[config.mk]
export PLATFORM = sky130hd
export DESIGN_NAME = ram_arbiter
export DESIGN_NICKNAME = d
export VERILOG_FILES = /design/src/rtl/marvin_mem_pkg.sv /design/src/rtl/rr_arbiter2.sv /design/src/rtl/ram_arbiter.sv
export SDC_FILE = /design/constraint.sdc
export NUM_CORES = 1
export LEC_CHECK = 0
export CAP_MARGIN = 20
export CORE_ASPECT_RATIO = 0.7
export CORE_MARGIN = 2
export CORE_UTILIZATION = 25
export DETAILED_ROUTE_END_ITERATION = 12
export GPL_TIMING_DRIVEN = 0
export SYNTH_ARGS = -nofsm -noshare
export SYNTH_HDL_FRONTEND = slang
export SYNTH_HIERARCHICAL = 1
export SYNTH_SLANG_ARGS = --single-unit
[constraint.sdc]
create_clock -name clk -period 3.85 [get_ports clk]
set_input_delay 0.5775 -clock clk [delete_from_list [all_inputs] [get_ports clk]]
set_output_delay 0.5775 -clock clk [all_outputs]
set_load 0.01 [all_outputs]
[src/rtl/marvin_mem_pkg.sv]
// Shared types and helpers for the two-master RAM front-end.
// byte_merge works at a fixed maximum width; callers cast to their own width.
package marvin_mem_pkg;

  typedef enum logic [0:0] {
    IDLE = 1'b0,
    RMW  = 1'b1
  } state_t;

  localparam logic M_FETCH = 1'b0;
  localparam logic M_LSU   = 1'b1;

  localparam int MAX_DATA = 256;
  localparam int MAX_BE   = MAX_DATA / 8;

  // Byte lane i takes new_word when be[i] is set, otherwise keeps old_word.
  function automatic logic [MAX_DATA-1:0] byte_merge(
    input logic [MAX_DATA-1:0] old_word,
    input logic [MAX_DATA-1:0] new_word,
    input logic [MAX_BE-1:0]   be
  );
    logic [MAX_DATA-1:0] merged;
    merged = old_word;
    for (int i = 0; i < MAX_BE; i++) begin
      if (be[i]) begin
        merged[8*i +: 8] = new_word[8*i +: 8];
      end else begin
        merged[8*i +: 8] = old_word[8*i +: 8];
      end
    end
    return merged;
  endfunction

endpackage

[src/rtl/rr_arbiter2.sv]
// Two-requester round-robin arbiter with a one-hot grant.
// A grant is always taken, so every nonzero grant updates the priority.
module rr_arbiter2 (
  input  logic       clk,
  input  logic       rst_n,
  input  logic       en,
  input  logic [1:0] req,
  output logic [1:0] gnt
);

  logic last_grant_r;

  // Grant a lone requester, or on conflict the one that did not win last.
  always_comb begin
    gnt = 2'b00;
    if (!en) begin
      gnt = 2'b00;
    end else if (req == 2'b11) begin
      gnt = last_grant_r ? 2'b01 : 2'b10;
    end else begin
      gnt = req;
    end
  end

  // Reset value 1 lets requester 0 win the first conflict.
  always_ff @(posedge clk or negedge rst_n) begin
    if (!rst_n) begin
      last_grant_r <= 1'b1;
    end else if (gnt != 2'b00) begin
      last_grant_r <= gnt[1];
    end else begin
      last_grant_r <= last_grant_r;
    end
  end

endmodule

[src/rtl/ram_arbiter.sv]
// Round-robin two-master front-end for a single-port RAM with combinational read.
// Partial writes are done as a read at acceptance followed by a write in RMW.
module ram_arbiter
  import marvin_mem_pkg::*;
#(
  parameter int DATA_ = 32,
  parameter int ADDR_ = 8
) (
  input  logic               clk,
  input  logic               rst_n,
  input  logic               m0_req_valid,
  output logic               m0_req_ready,
  input  logic               m0_req_we,
  input  logic [DATA_/8-1:0] m0_req_be,
  input  logic [ADDR_-1:0]   m0_req_addr,
  input  logic [DATA_-1:0]   m0_req_wdata,
  output logic               m0_rsp_valid,
  output logic [DATA_-1:0]   m0_rsp_rdata,
  input  logic               m1_req_valid,
  output logic               m1_req_ready,
  input  logic               m1_req_we,
  input  logic [DATA_/8-1:0] m1_req_be,
  input  logic [ADDR_-1:0]   m1_req_addr,
  input  logic [DATA_-1:0]   m1_req_wdata,
  output logic               m1_rsp_valid,
  output logic [DATA_-1:0]   m1_rsp_rdata,
  output logic               ram_ena,
  output logic               ram_we,
  output logic [ADDR_-1:0]   ram_addr,
  output logic [DATA_-1:0]   ram_din,
  input  logic [DATA_-1:0]   ram_dout
);

  localparam int BE_W = DATA_ / 8;

  if (((DATA_ % 8) != 0) || (DATA_ > MAX_DATA)) begin : g_bad_width
    $error("ram_arbiter: DATA_ must be a multiple of 8 and at most MAX_DATA");
  end

  state_t             state_r;
  logic [1:0]         gnt_s;
  logic [1:0]         ready_s;
  logic               accept_s;
  logic               sel_s;
  logic               sel_we_s;
  logic [BE_W-1:0]    sel_be_s;
  logic [ADDR_-1:0]   sel_addr_s;
  logic [DATA_-1:0]   sel_wdata_s;
  logic               be_full_s;
  logic               be_none_s;
  logic               partial_s;
  logic [DATA_-1:0]   merged_s;
  logic [ADDR_-1:0]   rmw_addr_r;
  logic               rmw_master_r;
  logic [DATA_-1:0]   merge_r;
  logic [1:0]         rsp_valid_r;
  logic [DATA_-1:0]   rsp_rdata_r;

  rr_arbiter2 u_rr (
    .clk   (clk),
    .rst_n (rst_n),
    .en    (state_r == IDLE),
    .req   ({m1_req_valid, m0_req_valid}),
    .gnt   (gnt_s)
  );

  // Ready is suppressed while reset is asserted.
  assign ready_s      = gnt_s & {2{rst_n}};
  assign accept_s     = |ready_s;
  assign sel_s        = ready_s[M_LSU];
  assign m0_req_ready = ready_s[M_FETCH];
  assign m1_req_ready = ready_s[M_LSU];

  // Route the granted master's request fields.
  always_comb begin
    if (sel_s == M_LSU) begin
      sel_we_s    = m1_req_we;
      sel_be_s    = m1_req_be;
      sel_addr_s  = m1_req_addr;
      sel_wdata_s = m1_req_wdata;
    end else begin
      sel_we_s    = m0_req_we;
      sel_be_s    = m0_req_be;
      sel_addr_s  = m0_req_addr;
      sel_wdata_s = m0_req_wdata;
    end
  end

  assign be_full_s = &sel_be_s;
  assign be_none_s = ~|sel_be_s;
  assign partial_s = sel_we_s && !be_full_s && !be_none_s;
  assign merged_s  = DATA_'(byte_merge(MAX_DATA'(ram_dout), MAX_DATA'(sel_wdata_s),
                                       MAX_BE'(sel_be_s)));

  // RAM drive: a be=0 write never enables the RAM; a partial write reads first.
  always_comb begin
    ram_ena  = 1'b0;
    ram_we   = 1'b0;
    ram_addr = sel_addr_s;
    ram_din  = sel_wdata_s;
    case (state_r)
      IDLE: begin
        if (accept_s) begin
          ram_ena = !(sel_we_s && be_none_s);
          ram_we  = sel_we_s && be_full_s;
        end else begin
          ram_ena = 1'b0;
          ram_we  = 1'b0;
        end
      end
      RMW: begin
        ram_ena  = 1'b1;
        ram_we   = 1'b1;
        ram_addr = rmw_addr_r;
        ram_din  = merge_r;
      end
      default: begin
        ram_ena = 1'b0;
        ram_we  = 1'b0;
      end
    endcase
  end

  // Control FSM with registered responses; reset drops any pending RMW.
  always_ff @(posedge clk or negedge rst_n) begin
    if (!rst_n) begin
      state_r      <= IDLE;
      rmw_addr_r   <= {ADDR_{1'b0}};
      rmw_master_r <= M_FETCH;
      merge_r      <= {DATA_{1'b0}};
      rsp_valid_r  <= 2'b00;
      rsp_rdata_r  <= {DATA_{1'b0}};
    end else begin
      rsp_valid_r <= 2'b00;
      case (state_r)
        IDLE: begin
          if (accept_s && partial_s) begin
            state_r      <= RMW;
            merge_r      <= merged_s;
            rmw_addr_r   <= sel_addr_s;
            rmw_master_r <= sel_s;
          end else if (accept_s) begin
            rsp_valid_r[sel_s] <= 1'b1;
            rsp_rdata_r        <= sel_we_s ? {DATA_{1'b0}} : ram_dout;
          end else begin
            state_r <= IDLE;
          end
        end
        RMW: begin
          rsp_valid_r[rmw_master_r] <= 1'b1;
          rsp_rdata_r               <= {DATA_{1'b0}};
          state_r                   <= IDLE;
        end
        default: begin
          state_r <= IDLE;
        end
      endcase
    end
  end

  assign m0_rsp_valid = rsp_valid_r[M_FETCH];
  assign m1_rsp_valid = rsp_valid_r[M_LSU];
  assign m0_rsp_rdata = rsp_rdata_r;
  assign m1_rsp_rdata = rsp_rdata_r;

endmodule

======== Word level (Yosys, flattened, before mapping) ========
Cells that the tools add are included.
storage, ports and cells
  flip-flop bits (word level) ............. 77
  latch bits .............................. 0
  RAM bits ................................ 0
  memory bits (read-only) ................. 0
  bits of input ports ..................... 126
  output and inout bits ................... 110
  word-level logic and storage cells ...... 62
  memories kept ........................... 0
cells by class
  $add $sub $neg .......................... 0
  $mul .................................... 0
  divide/modulo/power cells ............... 0
  order comparisons ....................... 4
  equal/unequal tests ..................... 3
  shift operators ......................... 0
  muxes and demuxes ....................... 30
  bitwise operators ....................... 2
  reduce and logical (&&, ||, !) cells .... 16
operators with widths
  operator            number
  $mux 32             5
  $pmux 32 s2         1
  $mux 8              6
  $mux 2              5
  $logic_and 1x1->1   7
  $mux 1              6
  $pmux 1 s2          3
  $lt 1x2->1 const B  2
  $mux 4              1
  $ne 2x2->1 const B  2
  $pmux 2 s2          1
  $reduce_and 2->1    2
  $reduce_and 4->1    1
  $reduce_or 4->1     1
  $logic_not 1->1     3
  $and 2x2->2         1
  $demux 1 s1         2
  $eq 2x2->1 const B  1
  $ge 1x1->1 const B  2
  $reduce_bool 2->1   1
  $reduce_or 2->1     1
  $not 1->1           1

======== Logic depth before layout (Yosys ltp) ========
Gate-level depths: netlist (run 1).
  depth in word-level cells ............... 12
  gate-level depth with buffers ........... 12
  mapped depth without buffers ............ 8

======== Cells and area by module ========
The synthesis (run 1) kept the hierarchy.
by module, submodules not included
  module       instances  cells an instance  area an instance (sq um)  seq. area each (sq um)
  ram_arbiter  1          433                4,680.7                   1,901.8
  rr_arbiter2  1          8                  62.6                      26.3

======== Worst setup path before layout (run 1) ========
No wires, ideal clock.
  path kind ............................... register to register
  start ................................... reg state_r
  end ..................................... reg merge_r[22]
  library setup time ...................... 0.127 ns
  data arrival time ....................... 3.017 ns
  data required time ...................... 3.723 ns
  slack ................................... 0.706 ns
  stages on the path, launching flop included .. 12
  path buffers ............................ 3
  clock period less this slack ............ 3.144 ns
  cell sequence ........................... dfrtp_1 > clkinv_1 > clkbuf_1 > clkbuf_1 > nand2_1 > a21oi_1 > nand2_1 > buf_6 > inv_4 > mux2i_1 > mux2_2 > mux2_1
on the way
  word-level cells in the longest chain between the ends .. 9
  elaborated cells between the ends (all ways) .. 15
  those cells by class .................... mux: 5; bitwise: 2; reduce/logical: 8
ends and longest elaborated chain
  item                               RTL line            RTL
  from (decl)                        ram_arbiter.sv:40   state_t state_r;
  from (signal assigned)             ram_arbiter.sv:127  state_r <= IDLE;
  from (signal assigned)             ram_arbiter.sv:138  state_r <= RMW;
  from (signal assigned)             ram_arbiter.sv:146  state_r <= IDLE;
  $mux 2 (*)                         rr_arbiter2.sv:16   if (!en) begin
  named net gnt_s[1]                 ram_arbiter.sv:41   logic [1:0] gnt_s;
  $and 2x2->2 (*)                    ram_arbiter.sv:68   assign ready_s = gnt_s & {2{rst_n}};
  $mux 4                             ram_arbiter.sv:76   if (sel_s == M_LSU) begin
  $reduce_and 4->1                   ram_arbiter.sv:89   assign be_full_s = &sel_be_s;
  $logic_not 1->1                    ram_arbiter.sv:91   assign partial_s = sel_we_s && !be_full_s && !be_none_s;
  $logic_and 1x1->1 (2 in a row)     ram_arbiter.sv:91
  $logic_and 1x1->1                  ram_arbiter.sv:137  if (accept_s && partial_s) begin
  $reduce_and 2->1 (no source line)  n/a
  to (signal assigned)               ram_arbiter.sv:130  merge_r <= {DATA_{1'b0}};
  to (signal assigned)               ram_arbiter.sv:139  merge_r <= merged_s;
  to (decl)                          ram_arbiter.sv:55   logic [DATA_-1:0] merge_r;
Mark *: on every way through the listed nets, which the timed path passes. The rest lies on a longest branch.
A chain may end at the register's enable or synchronous reset.

======== Worst setup path in the final report (run 1) ========
  start ................................... reg state_r
  end ..................................... out ram_din[11]
on the way
  word-level cells in the longest chain between the ends .. 4
ends and longest elaborated chain
  item                RTL line            RTL
  $mux 2              rr_arbiter2.sv:16
  named net gnt_s[1]  ram_arbiter.sv:41
  $and 2x2->2         ram_arbiter.sv:68
  $mux 32             ram_arbiter.sv:76
  $mux 32             ram_arbiter.sv:101  case (state_r)
  to (decl)           ram_arbiter.sv:30   output logic [DATA_-1:0] ram_din,
The timed path passes the listed nets, and every way through them passes these cells.

==> run summary, run 1 <==
outcome: completed
cts repair resizes: 10
Pwr per Cell Area: 455 mW/mm²
RSZ-0062 raised after global routing: no
number of distinct library cells after synthesis: 34
Hold-fix buffers, CTS: 0
Die ar.: 0.0201 mm²
top_reg_cell synth: dfrtp_1
Final setup viols: 0
Worst R2R End: merge_r[22]
top achievable clock speed: 275 MHz
Fin Hold WS: 0.199 ns
Mapped Area: 0.00474 mm²
RR Startpoint: state_r
Root Buffer: clkbuf_16
largest cells by area after synthesis: dfrtp_1, mux2_2, nand2_1
Slew Limit Fails: 0
Vias: 4219
Worst Skew: 0.00635 ns
max-cap check violation count: 0
Fillers: 1801
insertion delay to the later sink of the worst-skew pair: 0.33 ns
fin crit share: 94.4%
port buffer count: 235
n_diodes: 0
Final ANT Viol Nets: 0
Die Ht: 119 µm
hold crit path type: in -> async
DRC: 0
# rows: 42
Gate Count Post-Synth: 441
sequential fraction of the synthesis area: 40.6%
CTS tree: yes
ratio of cells with drive above 1 in the final layout: 31.0%
Reg clk slew, reported paths: 0.06 ns
Iteration-0 DRC Markers: 145
Sequential Area: 0.00193 mm²
Required @ worst endpoint: 3.27 ns
largest net degree at the start of global routing: 50
post-place instance area: 0.00745 mm²
maximum level of the CTS H-tree: 3
die width: 169 µm
IO Pins: 236
Worst Setup End Kind: primary output
worst-case clock buffer depth: 2
most frequent cell after synthesis: mux2_2
Post-synth EDFFs: 0
Multi-input gate area: 0.00243 mm²
Routed WL: 16.5 mm
initial antenna violation count: 0
Worst-Margin Slew: 0.802 ns
# nets final: 815
Synth area leader: dfrtp_1
starting density of the core: 25.3%
first-pass GRT wire length: 25.8 mm
final setup margin: 0.217 ns
Final min period: 3.63 ns
Syn. warnings: 6
Lkg Pwr: 3.18 nW
pre-CTS setup slack: -0.723 ns
dpl hpwl: 12.9 mm
worst rel slew slack: 46.6%
R2R cell count: 11
post-route insts no fill: 936
Fin Setup TNS: 0 ns
final instance area: 0.00775 mm²
Num CTS Buffers: 9
Peak VDD IR: 0.186 mV
Critical Path AT: 3.06 ns
Post-synth ARST share: 100%
vias in the first global route: 4562
postcts setup bufs: 0
Syn Area/Cell: 10.8 µm²
syn_nets: 567
Avg WL per Cell: 17.7 µm
flops & latches, synth: 77
gr usage total: 16.8%
Vias per Instance: 4.51
Placer Congestion: 0.825
final hold vios: 0
r2r setup slk: 0.74 ns
Core Util, Final: 41.3%
grt ovf: 0
core area: 0.0188 mm²
Worst Path Max Fanout: 19
Synth top area share: 40.1%
CTS sink count: 77
P&R area growth vs syn: 63.4%
top cells by count, synth: mux2_2, nand2_1, dfrtp_1
Overall Power: 3.53 mW
first drt pass iteration count: 4
type of origin of the critical path: flip-flop
Placed Instances: 922
Crit Path Class: reg -> out
-- critical path: stages, from the launching register on --
cell	delay [ns]
dfrtp_2	0.48
inv_8	0.15
buf_6	0.17
nand2_1	0.11
a21oi_2	0.18
nand2_1	0.11
buf_6	0.18
buf_4	0.23
mux2_2	0.33
mux2_2	0.28
clkdlybuf4s50_1	0.48
-- how the worst max path moves through the flow --
stage / from / to / cells after the start
after floorplan: state_r / merge_r[22] / 11
after global placement: rst_n / ram_addr[0] / 9
after detailed placement: state_r / ram_addr[2] / 13
after CTS: state_r / ram_addr[2] / 12
after global routing: state_r / ram_din[11] / 10
final: state_r / ram_din[11] / 10
-- per-layer routing --
layer / track usage [%] / wire (µm)
met1: 22.6 / 7750
met3: 4.89 / 1060
met4: 3.61 / 152
met2: 26.7 / 7570
met5: 0 / 0
-- final cells by class --
type	instances	area share (%)
clock inverters	5	0.468
flip-flops and latches	77	24.9
repair buffers	240	31.1
clock buffers	11	3.13
plain buffers	53	4.84
well taps	242	3.91
multi-input cells	304	31.4
inverters	4	0.323
-- state kept, by name (all words and copies together) (netlist names) --
signal / cells
state_r: 1
m0_rsp_rdata: 32
rmw_addr_r: 8
rmw_master_r: 1
merge_r: 32
u_rr/last_grant_r: 1
rsp_valid_r: 2
-- power breakdown --
part | internal (mW) | leakage [nW] | switching, mW | total [mW]
logic | 0.923 | 2.09 | 0.528 | 1.45
clock network | 0.455 | 0.128 | 0.347 | 0.802
registers | 1.10 | 0.963 | 0.175 | 1.27
-- kinds of logic (layout without fill, tap and decap cells) --
kind of cell           Yosys count  after routing  synth area share (%)
muxes                          149            149                  36.0
DFF                             77             77                  40.6
buffers and inverters           60            313                  8.20
AOI/OAI and AO/OA               45             45                  5.35
and+or+nand+nor                110            110                  9.81
-- layout by cell type (no fill, tap or decap), drive strengths merged, types with 2 or more instances in the layout --
cell type / Yosys / final
clkdlybuf4s50: 0 / 234
mux2: 145 / 145
nand2: 94 / 94
dfrtp: 76 / 76
buf: 40 / 47
o21ai: 35 / 35
clkbuf: 16 / 23
a21oi: 6 / 6
mux2i: 4 / 4
inv: 3 / 4
nand4: 3 / 3
clkinvlp: 0 / 3
nor2: 2 / 2
clkinv: 1 / 2
Power figures use the tool's default switching activity.
==> inputs of run 2 (changes only) <==
==> constraint.sdc (replaced) <==
create_clock -name clk -period 3.85 [get_ports clk]
set_input_delay 0.5775 -clock clk [delete_from_list [all_inputs] [get_ports clk]]
set_output_delay 0.5775 -clock clk [all_outputs]
set_load 0.02 [all_outputs]
==> run 2 against run 1 <==
  * Sequential cell count stayed put
  * Core utilization rose by 0.17 points
  * Global-route usage unchanged
  * Worst hold slack got worse by 0.00090 ns
  * Register-to-register slack gained 0.04 ns
  * First-iteration DRC count fell by 4.8%
  * Largest cell class unchanged
==> run summary, run 2 (synthesis results as in run 1) <==
Fin Setup TNS: 0 ns
CTS sink count: 77
hold crit path type: in -> async
grt ovf: 0
Slew Limit Fails: 0
final setup margin: 0.180 ns
Worst-Margin Slew: 0.828 ns
die width: 169 µm
# nets final: 817
Core Util, Final: 41.5%
gr usage total: 16.8%
CP max-delay cell: clkdlybuf4s50_1
Worst Setup End Kind: primary output
insertion delay to the later sink of the worst-skew pair: 0.34 ns
Required @ worst endpoint: 3.27 ns
pre-CTS setup slack: -0.783 ns
Reg clk slew, reported paths: 0.06 ns
CTS tree: yes
Crit Path Class: reg -> out
critical path cell sequence: inv_8, buf_6, nand2_1, a21oi_2, nand2_1, buf_6, buf_4, mux2_2, mux2_2, clkdlybuf4s50_1
first-pass GRT wire length: 25.8 mm
Final ANT Viol Nets: 0
Root Buffer: clkbuf_16
Vias per Instance: 4.51
worst rel slew slack: 44.8%
# rows: 42
r2r setup slk: 0.78 ns
top achievable clock speed: 272 MHz
fin crit share: 95.3%
Avg WL per Cell: 17.7 µm
worst-case clock buffer depth: 2
Final min period: 3.67 ns
Worst Skew: 0.00697 ns
max-cap check violation count: 0
first drt pass iteration count: 6
most frequent cells in the layout: clkdlybuf4s50_1, mux2_2, nand2_1, dfrtp_1, buf_4
Overall Power: 3.69 mW
Routed WL: 16.6 mm
ratio of cells with drive above 1 in the final layout: 31.2%
Die ar.: 0.0201 mm²
core area: 0.0188 mm²
DRC: 0
Critical Path AT: 3.09 ns
Hold-fix buffers, CTS: 0
Num CTS Buffers: 9
Lkg Pwr: 3.28 nW
Peak VDD IR: 0.208 mV
Placed Instances: 922
P&R area growth vs syn: 64.0%
dpl hpwl: 12.9 mm
postcts setup bufs: 0
outcome: completed
Die Ht: 119 µm
Vias: 4234
Iteration-0 DRC Markers: 138
port buffer count: 235
Worst Path Max Fanout: 14
Final setup viols: 0
RSZ-0062 raised after global routing: no
final instance area: 0.00778 mm²
n_diodes: 0
starting density of the core: 25.3%
final hold vios: 0
post-route insts no fill: 938
post-place instance area: 0.00745 mm²
Placer Congestion: 0.825
Fin Hold WS: 0.198 ns
vias in the first global route: 4562
maximum level of the CTS H-tree: 3
max incr delay on CP: 0.56 ns
largest net degree at the start of global routing: 50
initial antenna violation count: 0
IO Pins: 236
Pwr per Cell Area: 474 mW/mm²
type of origin of the critical path: flip-flop
leading cell type in the layout, fill and taps excluded: clkdlybuf4s50_1
[run 2: worst paths after layout]
check | start | end | cells after the start
hold / removal | rst_n | merge_r[16] | 1
min in group clk | rmw_master_r | rsp_valid_r[0] | 1
setup / recovery | state_r | ram_din[20] | 10
setup reg to reg | state_r | merge_r[22] | 11
max in group asynchronous | rst_n | u_rr/last_grant_r | 2
hold reg to reg | rmw_master_r | rsp_valid_r[0] | 1
[run 2: what timing repair did]
action | CTS | global route
gates cloned | 0 | 0
setup endpoints to repair | 115 | 39
resized for setup | 10 | 14
[run 2: cell type report]
cell class / count / area, µm²
sequential: 77 / 1930
clock inverter: 5 / 36.3
timing repair buffer: 240 / 2430
fill: 1798 / 11000
inverter: 4 / 25.0
tap: 242 / 303
multi-input combinational: 304 / 2430
buffer: 55 / 385
clock buffer: 11 / 243
[run 2: worst max-delay path, delay by kind of cell (launching register included)]
family	cells	cell delay, ns
mux	2	0.59
flops	1	0.48
buf+inv	5	1.26
compound gates	1	0.19
simple gates	2	0.22
[run 2: report_power, final]
group	internal [mW]	leakage (nW)	switching, mW	total [mW]
logic	0.922	2.19	0.690	1.61
clock network	0.455	0.128	0.346	0.801
registers	1.10	0.963	0.175	1.27
total	2.47	3.28	1.21	3.69
[run 2: metal layers]
layer	vias up	wire (µm)	track usage (%)
met1	2066	7740	22.6
li1	2001	-	-
met4	0	153	3.61
met3	14	1070	4.89
met2	153	7610	26.7
met5	-	0	0
